`config.mk`:
```
export PLATFORM = sky130hd
export DESIGN_NAME = exe_wb_buf
export DESIGN_NICKNAME = d
export VERILOG_FILES = /design/src/rtl/exe_wb_buf.sv
export SDC_FILE = /design/constraint.sdc
export NUM_CORES = 1
export LEC_CHECK = 0
export ABC_AREA = 1
export CORE_MARGIN = 4
export CORE_UTILIZATION = 45
export CTS_CLUSTER_SIZE = 40
export DETAILED_ROUTE_END_ITERATION = 8
export DONT_BUFFER_PORTS = 1
export GPL_TIMING_DRIVEN = 0
export PLACE_DENSITY = 0.63
export SLEW_MARGIN = 10
export SYNTH_ARGS = -nofsm -noshare
export SYNTH_HDL_FRONTEND = slang
export SYNTH_SLANG_ARGS = --single-unit
```
`constraint.sdc`:
```
create_clock -name clk -period 4.09 [get_ports clk]
set_input_delay 1.227 -clock clk [delete_from_list [all_inputs] [get_ports clk]]
set_output_delay 1.227 -clock clk [all_outputs]
set_load 0.05 [all_outputs]
```
`src/rtl/exe_wb_buf.sv`:
```
// exe_wb_buf: per-execution-unit writeback queue in front of the CDB arbiter.
// Finished results are queued in a small FIFO. wb_req_ is raised while the
// queue holds anything, and a grant pops the head into a registered
// writeback bundle that is valid for exactly one cycle.
// Optional feature macro: WB_BUF_BYPASS_EN. When it is defined, a result that
// arrives at an empty queue requests in the same cycle and, if granted, skips
// the FIFO.
module exe_wb_buf #(
    parameter int DATA  = 32,
    parameter int DEPTH = 4,
    parameter int RD_W  = 5,
    parameter int EXP_W = 4
) (
    input  logic             clk,
    input  logic             reset,
    input  logic             flush_,
    input  logic             in_e_,
    input  logic [RD_W-1:0]  in_rd,
    input  logic [DATA-1:0]  in_data,
    input  logic             in_exp_,
    input  logic [EXP_W-1:0] in_exp_code,
    output logic             busy,
    output logic [$clog2(DEPTH):0] count,
    output logic             wb_req_,
    input  logic             wb_ack_,
    output logic [RD_W-1:0]  pre_wb_rd,
    output logic             wb_e_,
    output logic [RD_W-1:0]  wb_rd,
    output logic [DATA-1:0]  wb_data,
    output logic             wb_exp_,
    output logic [EXP_W-1:0] wb_exp_code
);
    localparam int PW = $clog2(DEPTH);
    localparam int CW = PW + 1;
    localparam logic [CW-1:0]    FULL_CNT         = CW'(DEPTH);
    // Instruction-address-misaligned code; doubles as the idle code on the bus.
    localparam logic [EXP_W-1:0] EXP_I_MISS_ALIGN = '0;

    logic [RD_W-1:0]  r_mem_rd   [DEPTH];
    logic [DATA-1:0]  r_mem_data [DEPTH];
    logic             r_mem_exp  [DEPTH];
    logic [EXP_W-1:0] r_mem_code [DEPTH];

    logic [PW-1:0] r_head;
    logic [PW-1:0] r_tail;
    logic [CW-1:0] r_count;

    logic             r_wb_e;
    logic [RD_W-1:0]  r_wb_rd;
    logic [DATA-1:0]  r_wb_data;
    logic             r_wb_exp;
    logic [EXP_W-1:0] r_wb_code;

    logic w_empty;
    logic w_full;
    logic w_byp;
    logic w_req;
    logic w_pop;
    logic w_pop_fifo;
    logic w_push;

    assign w_empty = (r_count == '0);
    assign w_full  = (r_count == FULL_CNT);

`ifdef WB_BUF_BYPASS_EN
    // A flush suppresses the bypass request so nothing flushed reaches the bus.
    assign w_byp = w_empty & ~in_e_ & flush_;
`else
    assign w_byp = 1'b0;
`endif

    assign w_req      = ~w_empty | w_byp;
    assign w_pop      = w_req & ~wb_ack_;
    assign w_pop_fifo = w_pop & ~w_empty;
    // A granted bypass result goes straight to the output register instead.
    // The full check drops an illegal push without disturbing the queue.
    assign w_push     = ~in_e_ & flush_ & ~w_full & ~(w_byp & ~wb_ack_);

    assign wb_req_   = ~w_req;
    assign busy      = w_full;
    assign count     = r_count;
    assign pre_wb_rd = !w_empty ? r_mem_rd[r_head] : (w_byp ? in_rd : '0);

    assign wb_e_       = r_wb_e;
    assign wb_rd       = r_wb_rd;
    assign wb_data     = r_wb_data;
    assign wb_exp_     = r_wb_exp;
    assign wb_exp_code = r_wb_code;

    // Storage: write the incoming result at the tail (data only, no reset).
    always_ff @(posedge clk) begin
        if (w_push) begin
            r_mem_rd[r_tail]   <= in_rd;
            r_mem_data[r_tail] <= in_data;
            r_mem_exp[r_tail]  <= in_exp_;
            r_mem_code[r_tail] <= in_exp_code;
        end
    end

    // Pointers and occupancy; flush empties the queue and drops the push.
    always_ff @(posedge clk or posedge reset) begin
        if (reset) begin
            r_head  <= '0;
            r_tail  <= '0;
            r_count <= '0;
        end else if (!flush_) begin
            r_head  <= '0;
            r_tail  <= '0;
            r_count <= '0;
        end else begin
            if (w_push)     r_tail <= r_tail + PW'(1);
            if (w_pop_fifo) r_head <= r_head + PW'(1);
            case ({w_push, w_pop_fifo})
                2'b10:   r_count <= r_count + CW'(1);
                2'b01:   r_count <= r_count - CW'(1);
                default: r_count <= r_count;
            endcase
        end
    end

    // Writeback register: one-cycle pulse after a pop, idle values otherwise.
    // A pop granted during a flush still completes, since pre_wb_rd was
    // already broadcast by the arbiter.
    always_ff @(posedge clk or posedge reset) begin
        if (reset) begin
            r_wb_e    <= 1'b1;
            r_wb_rd   <= '0;
            r_wb_data <= '0;
            r_wb_exp  <= 1'b1;
            r_wb_code <= EXP_I_MISS_ALIGN;
        end else if (w_pop_fifo) begin
            r_wb_e    <= 1'b0;
            r_wb_rd   <= r_mem_rd[r_head];
            r_wb_data <= r_mem_data[r_head];
            r_wb_exp  <= r_mem_exp[r_head];
            r_wb_code <= r_mem_code[r_head];
        end else if (w_pop) begin
            r_wb_e    <= 1'b0;
            r_wb_rd   <= in_rd;
            r_wb_data <= in_data;
            r_wb_exp  <= in_exp_;
            r_wb_code <= in_exp_code;
        end else begin
            r_wb_e    <= 1'b1;
            r_wb_rd   <= '0;
            r_wb_data <= '0;
            r_wb_exp  <= 1'b1;
            r_wb_code <= EXP_I_MISS_ALIGN;
        end
    end

endmodule

```
# --- Word-level counts from Yosys, hierarchy flattened ---
# Memory sizes are Yosys's and may differ from the RTL's.
# Index checks and enable logic that the tools add are counted.
word_totals:
  regBits: 50
  ramBits: 168
  input_bits: 47
  elab_cells: 50
  mem_count: 4
mem_list:
  columns: ["name", "depth", "word_bits", "rd", "rd_clocked_by_memory_dff", "write_ports", "line_no", "text"]
  rows:
  - ["r_mem_data", 4, 32, 1, 0, 1, "40", "logic [DATA-1:0] r_mem_data [DEPTH];"]
  - ["r_mem_rd", 4, 5, 1, 0, 1, "39", "logic [RD_W-1:0] r_mem_rd [DEPTH];"]
  - ["r_mem_code", 4, 4, 1, 0, 1, "42", "logic [EXP_W-1:0] r_mem_code [DEPTH];"]
  - ["r_mem_exp", 4, 1, 1, 0, 1, "41", "logic r_mem_exp [DEPTH];"]
op_classes:
  addsub: 4
  eq_ne: 6
  muxes: 19
  bitwise_logic: 8
  reduce_logical: 1
ops:
  columns: ["op", "count"]
  rows:
  - ["$mux 32", 2]
  - ["$mux 5", 3]
  - ["$mux 2", 4]
  - ["$mux 4", 2]
  - ["$mux 1", 6]
  - ["$pmux 3 s2", 1]
  - ["$add 2x1->2 const B", 2]
  - ["$and 1x1->1", 4]
  - ["$ne 2x1->1 const B", 2]
  - ["$not 1->1", 4]
  - ["$add 3x1->3 const B", 1]
  - ["$eq 3x3->1 const B", 1]
  - ["$logic_not 3->1", 1]
  - ["$mux 3", 1]
  - ["$ne 3x1->1 const B", 1]
  - ["$sub 3x1->3 const B", 1]
  - ["$eq 2x1->1 const B", 1]
  - ["$eq 2x2->1 const B", 1]

# --- Longest topological paths before layout ---
# Gate-level depths: netlist (run 1).
depth:
  word_depth: 7
  ltp_mapped: 13
  ltp_nobuf: 13

# --- Worst setup path before layout (run 1) ---
# No wires, ideal clock.
synth_path:
  kind: "input to register"
  from: "in flush_"
  to: "mem r_mem_code[0][0] (enable)"
  setup_time_ps: 441
  t_arrival_ps: 3324
  t_required_ps: 3649
  setup_slack_ps: 325
  cell_stages: 5
  n_path_buf: 1
  cell_sequence: "buf_4 nand2_2 clkinv_1 nand2_2 nor2_1"
synth_between:
  elab_chain_cells: 4
synth_rtl:
  columns: ["item", "line_no", "text"]
  rows:
  - ["start, declared", "16", "input logic flush_,"]
  - ["$and 1x1->1 (2 in a row)", "77", "assign w_push = ~in_e_ & flush_ & ~w_full & ~(w_byp & ~wb_ack_);"]
  - ["$mux 1", "92", "if (w_push) begin"]
  - ["$mux 1 (not written as such)", "96", "r_mem_code[r_tail] <= in_exp_code;"]
  - ["end, declared", "42", null]
# Every way passes these cells.

# --- Worst setup path after layout (run 1) ---
layout_path:
  from: "reg r_count[2], in the netlist count[2]"
  to: "out pre_wb_rd[0]"
layout_between:
  elab_chain_cells: 2
layout_rtl:
  columns: ["item", "line_no", "text"]
  rows:
  - ["start, declared", "46", "logic [CW-1:0] r_count;"]
  - ["start signal, assigned", "114", "2'b10: r_count <= r_count + CW'(1);"]
  - ["start signal, assigned", "115", "2'b01: r_count <= r_count - CW'(1);"]
  - ["start signal, assigned", "116", "default: r_count <= r_count;"]
  - ["$logic_not 3->1", "62", "assign w_empty = (r_count == '0);"]
  - ["via wb_req_", "24", "output logic wb_req_,"]
  - ["$mux 5", "82", "assign pre_wb_rd = !w_empty ? r_mem_rd[r_head] : (w_byp ? in_rd : '0);"]
  - ["end, declared", "26", "output logic [RD_W-1:0] pre_wb_rd,"]
# The timed path passes the listed nets, and every way through them passes these cells.

==> results of run 1 <==
report_power, final:
part	leakage, nW	internal (W)	total, W	switching (W)
clock	0.340	0.00110	0.00190	0.000801
sequential	2.20	0.00256	0.00295	0.000387
combinational	0.941	0.000239	0.000860	0.000621
worst max-delay path, cell delays in order (launching register included):
cell and delay, ns:
dfrtp_1 0.73, inv_1 0.17, nand2_2 0.14, inv_1 0.27, nor2_1 0.79
final timing paths:
path / slack (ns) / start / depth (start not counted) / endpoint
worst max-delay path: 0.26 / count[2] / 4 / pre_wb_rd[0]
worst min-delay path: 0.54 / r_mem_data[3][28] / 2 / wb_data[28]
worst max register to register: 1.63 / count[0] / 5 / r_mem_data[1][18]
worst min register to register: 0.54 / r_mem_data[3][28] / 2 / wb_data[28]
max in group asynchronous: 2.88 / reset / 2 / wb_e_
min in group asynchronous: 0.59 / reset / 1 / wb_data[5]
area by class of cell:
class / instances / share of cell area, %
clock buffers: 29 / 6.39
well taps: 225 / 3.01
plain buffers: 33 / 2.35
clock inverters: 13 / 1.02
inverters: 22 / 0.910
multi-input cells: 337 / 16.8
flip-flops and latches: 218 / 67.3
repair buffers: 8 / 2.19
flip-flops by register name, summed over array words and instances (netlist names):
name,cells
wb_e_,1
r_mem_exp,4
count,3
wb_rd,5
r_mem_rd,20
wb_exp_code,4
wb_data,32
r_tail,2
r_mem_data,128
r_head,2
r_mem_code,16
wb_exp_,1
routing by layer:
| layer | up-vias | routed length [um] | global-route usage, % |
|---|---|---|---|
| met5 | - | 0 | 0 |
| met2 | 148 | 8670 | 29.0 |
| met1 | 2312 | 7330 | 23.4 |
| met3 | 25 | 1550 | 6.12 |
| li1 | 2190 | - | - |
| met4 | 0 | 286 | 3.75 |
Yosys cell counts (2+ instances only):
library cell  instances  share of area, %
edfxtp_1            168                62
o22ai_1               5              0.38
buf_4                 2              0.18
buf_6                 9               1.2
inv_1                18              0.83
clkbuf_1              5              0.23
dfrtp_1              48                15
dfstp_2               2              0.65
ha_1                  4              0.61
o21ai_0              46               2.8
nand2_1              15              0.69
nand2_2               6              0.46
nor2_1              169               7.8
clkbuf_2              3              0.18
o211ai_1              2              0.18
nor2_2                2              0.15
o21ai_1              40               2.5
inv_2                 2             0.092
a21oi_1              39               2.4
buf_2                14              0.86
nand3_1               3              0.18
cell families after synthesis:
| group | count (synthesis) | synth area share (%) |
|---|---|---|
| adders and majority gates | 5 | 0.860 |
| xor gates and xnor gates | 1 | 0.108 |
| DFF | 218 | 77.3 |
| buffers and inverters | 55 | 3.75 |
| and+or+nand+nor | 198 | 9.59 |
| AOI/OAI and AO/OA | 133 | 8.36 |
through the flow:
step                      TNS, ns  worst slack, ns
after floorplan                 0            0.325
after global placement    -210.82            -1.32
after detailed placement        0            0.784
after CTS                       0            0.237
after global routing            0            0.142
final                           0            0.264
==> results.cfg, run 1 <==
[global_route]
gr-total-overflow = 0
gr-usage-all-layers_pct = 17.8
grt_max_degree = 35
grt_pass1_wl_um = 27800
antenna_found_initial = 0
grt_pass1_vias = 4848

[cells_and_area]
fin_util_pct = 53.3
final_cell_count_no_fill = 885
stdcell_area_um2 = 9350
fillers = 1483
antenna_cells = 0
drive_gt1_share_pct = 13.5
ff_latch_area_um2 = 6300
final_cell_mix = 168 x edfxtp_1, 165 x nor2_1, 48 x dfrtp_1, 46 x o21ai_0, 40 x o21ai_1
multiInputGateArea_um2 = 1570
area_growth_pct = 14.9
nets = 695
layout_commonest_cell = edfxtp_1

[timing]
worstMarginPinSlew_ns = 0.898
hold_violations = 0
rsz0062_at_grt = no
finClkSkew_ns = 0.0136
fmax_ghz = 0.261
slew_viol_final = 0
min_period_ns = 3.83
finalSetupViolations = 0
relSlewSlack_pct = 39.9
whs_ns = 0.536
fin_crit_sh_pct = 93.6

[logic_synthesis]
synth-warning-count = 0
ys_seq_area_share_pct = 77.3
ys_types = 29
synth_area_per_cell_um2 = 13.4
synthesis.area_um2 = 8140
async_reset_ff_share_pct = 22.9
synth_seq_cells = 218
synthFlopType = edfxtp_1
synthCells = 610
synth-edff-count = 168
synthesis.nets = 662

[clock_network]
insertion_delay_ns = 0.50
cts_sinks = 218
cts.clk_slew.worst_paths_ns = 0.06
ctsHtreeMaxLevel = 1
cts_resized = 0
cts-buffers-inserted = 23
hold_buffers = 0
cts_setup_buffers = 0
cts_buffer_depth = 3
cts_tree = done
root_buffer = clkbuf_16

[floorplan]
pin_count = 100
rows = 48
die_area_um2 = 20300
start_util_pct = 46.4
die_w_um = 143
die_h_um = 143
core_um2 = 17500

[critical_path]
cp_max_fo = 6
crit_arrival_ns = 2.60
crit_type = flop to output pin
startpoint_type = flop
cp.required_ns = 2.86
cp-end-kind = output pin

[routing]
postRouteAntennaNets = 0
totalWireLength_um = 17800
wl_per_cell_um = 20.1
drc = 0
drtIter0Drc = 321
num_vias = 4675
first_pass_iters = 4
via_per_inst = 5.28

[power]
fin_total_pwr_w = 0.00571
p_leak_nw = 3.48
power.density_nw_per_um2 = 610
ir_drop_mv = 0.361

[place]
place_area_um2 = 8660
gp_congestion = 0.734
place.detailed.hpwl_um = 11400
placed_cells = 843
port-buffer-count = 0

[worst_hold_path]
hold_path_class = flop to flop

[outcome]
status = completed

[job]
cap_violations = 0
Note: power is estimated with default switching activity, not from simulation.
==> inputs of run 2 (changes only) <==
Settings changed: CTS_BUF_LIST set to sky130_fd_sc_hd__clkbuf_16, PLACE_DENSITY 0.63 to 0.58.
==> run 2 against run 1 <==
Sequential power about the same. Highest routed layer unchanged. Wire length decreased by 0.30%. Critical path type unchanged. Largest cell class unchanged. Count of clock-buffer cells in the layout decreased by 6. Largest power group unchanged. Worst setup slack got worse by 0.015 ns.
==> results.cfg, run 2 (same netlist as run 1, synthesis figures left out) <==
[floorplan]
rows = 48
die_w_um = 143
die_h_um = 143
start_util_pct = 46.4
core_um2 = 17500
pin_count = 100
die_area_um2 = 20300

[outcome]
status = completed

[cells_and_area]
final_cell_mix = 168 x edfxtp_1, 165 x nor2_1, 48 x dfrtp_1, 46 x o21ai_0, 40 x o21ai_1
antenna_cells = 0
largest_reg_flops = 128
final_cell_count_no_fill = 882
fin_util_pct = 52.9
layout_commonest_cell = edfxtp_1
largest-register = r_mem_data
area_growth_pct = 13.9
drive_gt1_share_pct = 13.1
nets = 692

[global_route]
gr-usage-all-layers_pct = 17.6
use_met3_pct = 5.28
grt_pass1_vias = 4951
antenna_found_initial = 0
gr-total-overflow = 0
grt_max_degree = 34
grt_util_met2_pct = 30.2
grt.busiest_layer = met2
grt_pass1_wl_um = 27400
grt_util_met1_pct = 21.8

[critical_path]
r2r_slack_ns = 1.62
cpMaxStageDelayCell = nor2_1
cp-end-kind = output pin
r2r_cells = 5
crit_type = flop to output pin
cp.required_ns = 2.86
startpoint_type = flop
path_common_cell = inv_1
r2r-end = r_mem_data[3][3]
cpPeakStageDelay_ns = 0.80
crit_arrival_ns = 2.61
r2r-start = count[0]
crit_chain = inv_1, nand2_2, inv_1, nor2_1
cp_max_fo = 6

[routing]
drtIter0Drc = 278
drc = 0
totalWireLength_um = 17800
wl_per_cell_um = 20.1
num_vias = 4621
via_per_inst = 5.24
first_pass_iters = 4
postRouteAntennaNets = 0

[timing]
finClkSkew_ns = 0.00938
hold_violations = 0
relSlewSlack_pct = 38.8
whs_ns = 0.528
min_period_ns = 3.84
fmax_ghz = 0.260
finalSetupViolations = 0
worstMarginPinSlew_ns = 0.914
slew_viol_final = 0
rsz0062_at_grt = no
fin_crit_sh_pct = 93.9

[clock_network]
cts_tree = done
ctsHtreeMaxLevel = 1
cts.clk_slew.worst_paths_ns = 0.06
cts_setup_buffers = 0
root_buffer = clkbuf_16
hold_buffers = 0
cts_resized = 0
cts_sinks = 218
insertion_delay_ns = 0.51
cts-buffers-inserted = 23
cts_buffer_depth = 3

[place]
port-buffer-count = 0
place.detailed.hpwl_um = 11000
placed_cells = 840
gp_congestion = 0.770

[power]
p_leak_nw = 3.47
ir_drop_mv = 0.351
power.density_nw_per_um2 = 621

[worst_hold_path]
holdPathEnd = wb_data[20]
hold_path_class = flop to flop
min_from = r_mem_data[3][20]
min_delay_path_depth = 2

[job]
cap_violations = 0
## run 2: cell types whose count changed in the layout (fill, tap and decap cells not counted)
cell | before | now
bufinv_16 | 1 | 2
clkbuf_1 | 11 | 5
buf_16 | 6 | 0
inv_6 | 2 | 1
clkinvlp_4 | 1 | 2
inv_1 | 17 | 23
clkinv_2 | 5 | 4
buf_12 | 2 | 5
## run 2: cell type report
class                      instances  area [um2]
buffer                            33         220
clock buffer                      23         576
clock inverter                    19         141
fill                            1485        8260
inverter                          22        85.1
multi-input combinational        337        1570
sequential                       218        6300
tap                              225         282
timing repair buffer               5         100
## run 2: per-layer routing
layer,vias to the layer above,part of all wire (%),routed length (um)
met5,-,0,0
met1,2285,40,7170
li1,2178,-,-
met3,31,7.4,1310
met2,127,50,8940
met4,0,2.0,350
## run 2: critical path: cells and delay by family (launching register included)
kind,cells,cell delay [ns]
flip-flops,1,0.73
AND/OR/NAND/NOR,2,0.94
buffers and inverters,2,0.44
## run 2: metrics by stage
stage                     setup WS (ns)  instance area (um2)  power [W]  TNS [ns]
final                             0.248                 9270    0.00576         0
after global routing              0.144                 9270    0.00601         0
after global placement            -1.27                 8430    0.00382   -209.93
after detailed placement          0.770                 8560    0.00386         0
after floorplan                   0.325                 8140    0.00359         0
after CTS                         0.227                 9270    0.00582         0
## run 2: worst max-delay path by stage
stage,start,endpoint,slack (ns),depth (start not counted)
floorplan,flush_,r_mem_code[0][0],0.32,5
global placement,flush_,r_mem_data[0][10],-1.27,5
detailed placement,count[2],pre_wb_rd[1],0.77,4
CTS,count[2],pre_wb_rd[1],0.23,4
global route,count[2],pre_wb_rd[3],0.14,4
finish,count[2],pre_wb_rd[1],0.25,4
## run 2: power by group
group          leakage (nW)  internal (W)  total, W  switching, W
Sequential             2.20       0.00256   0.00295      0.000385
Clock                 0.370       0.00115   0.00196      0.000813
Combinational         0.896      0.000227  0.000852      0.000625
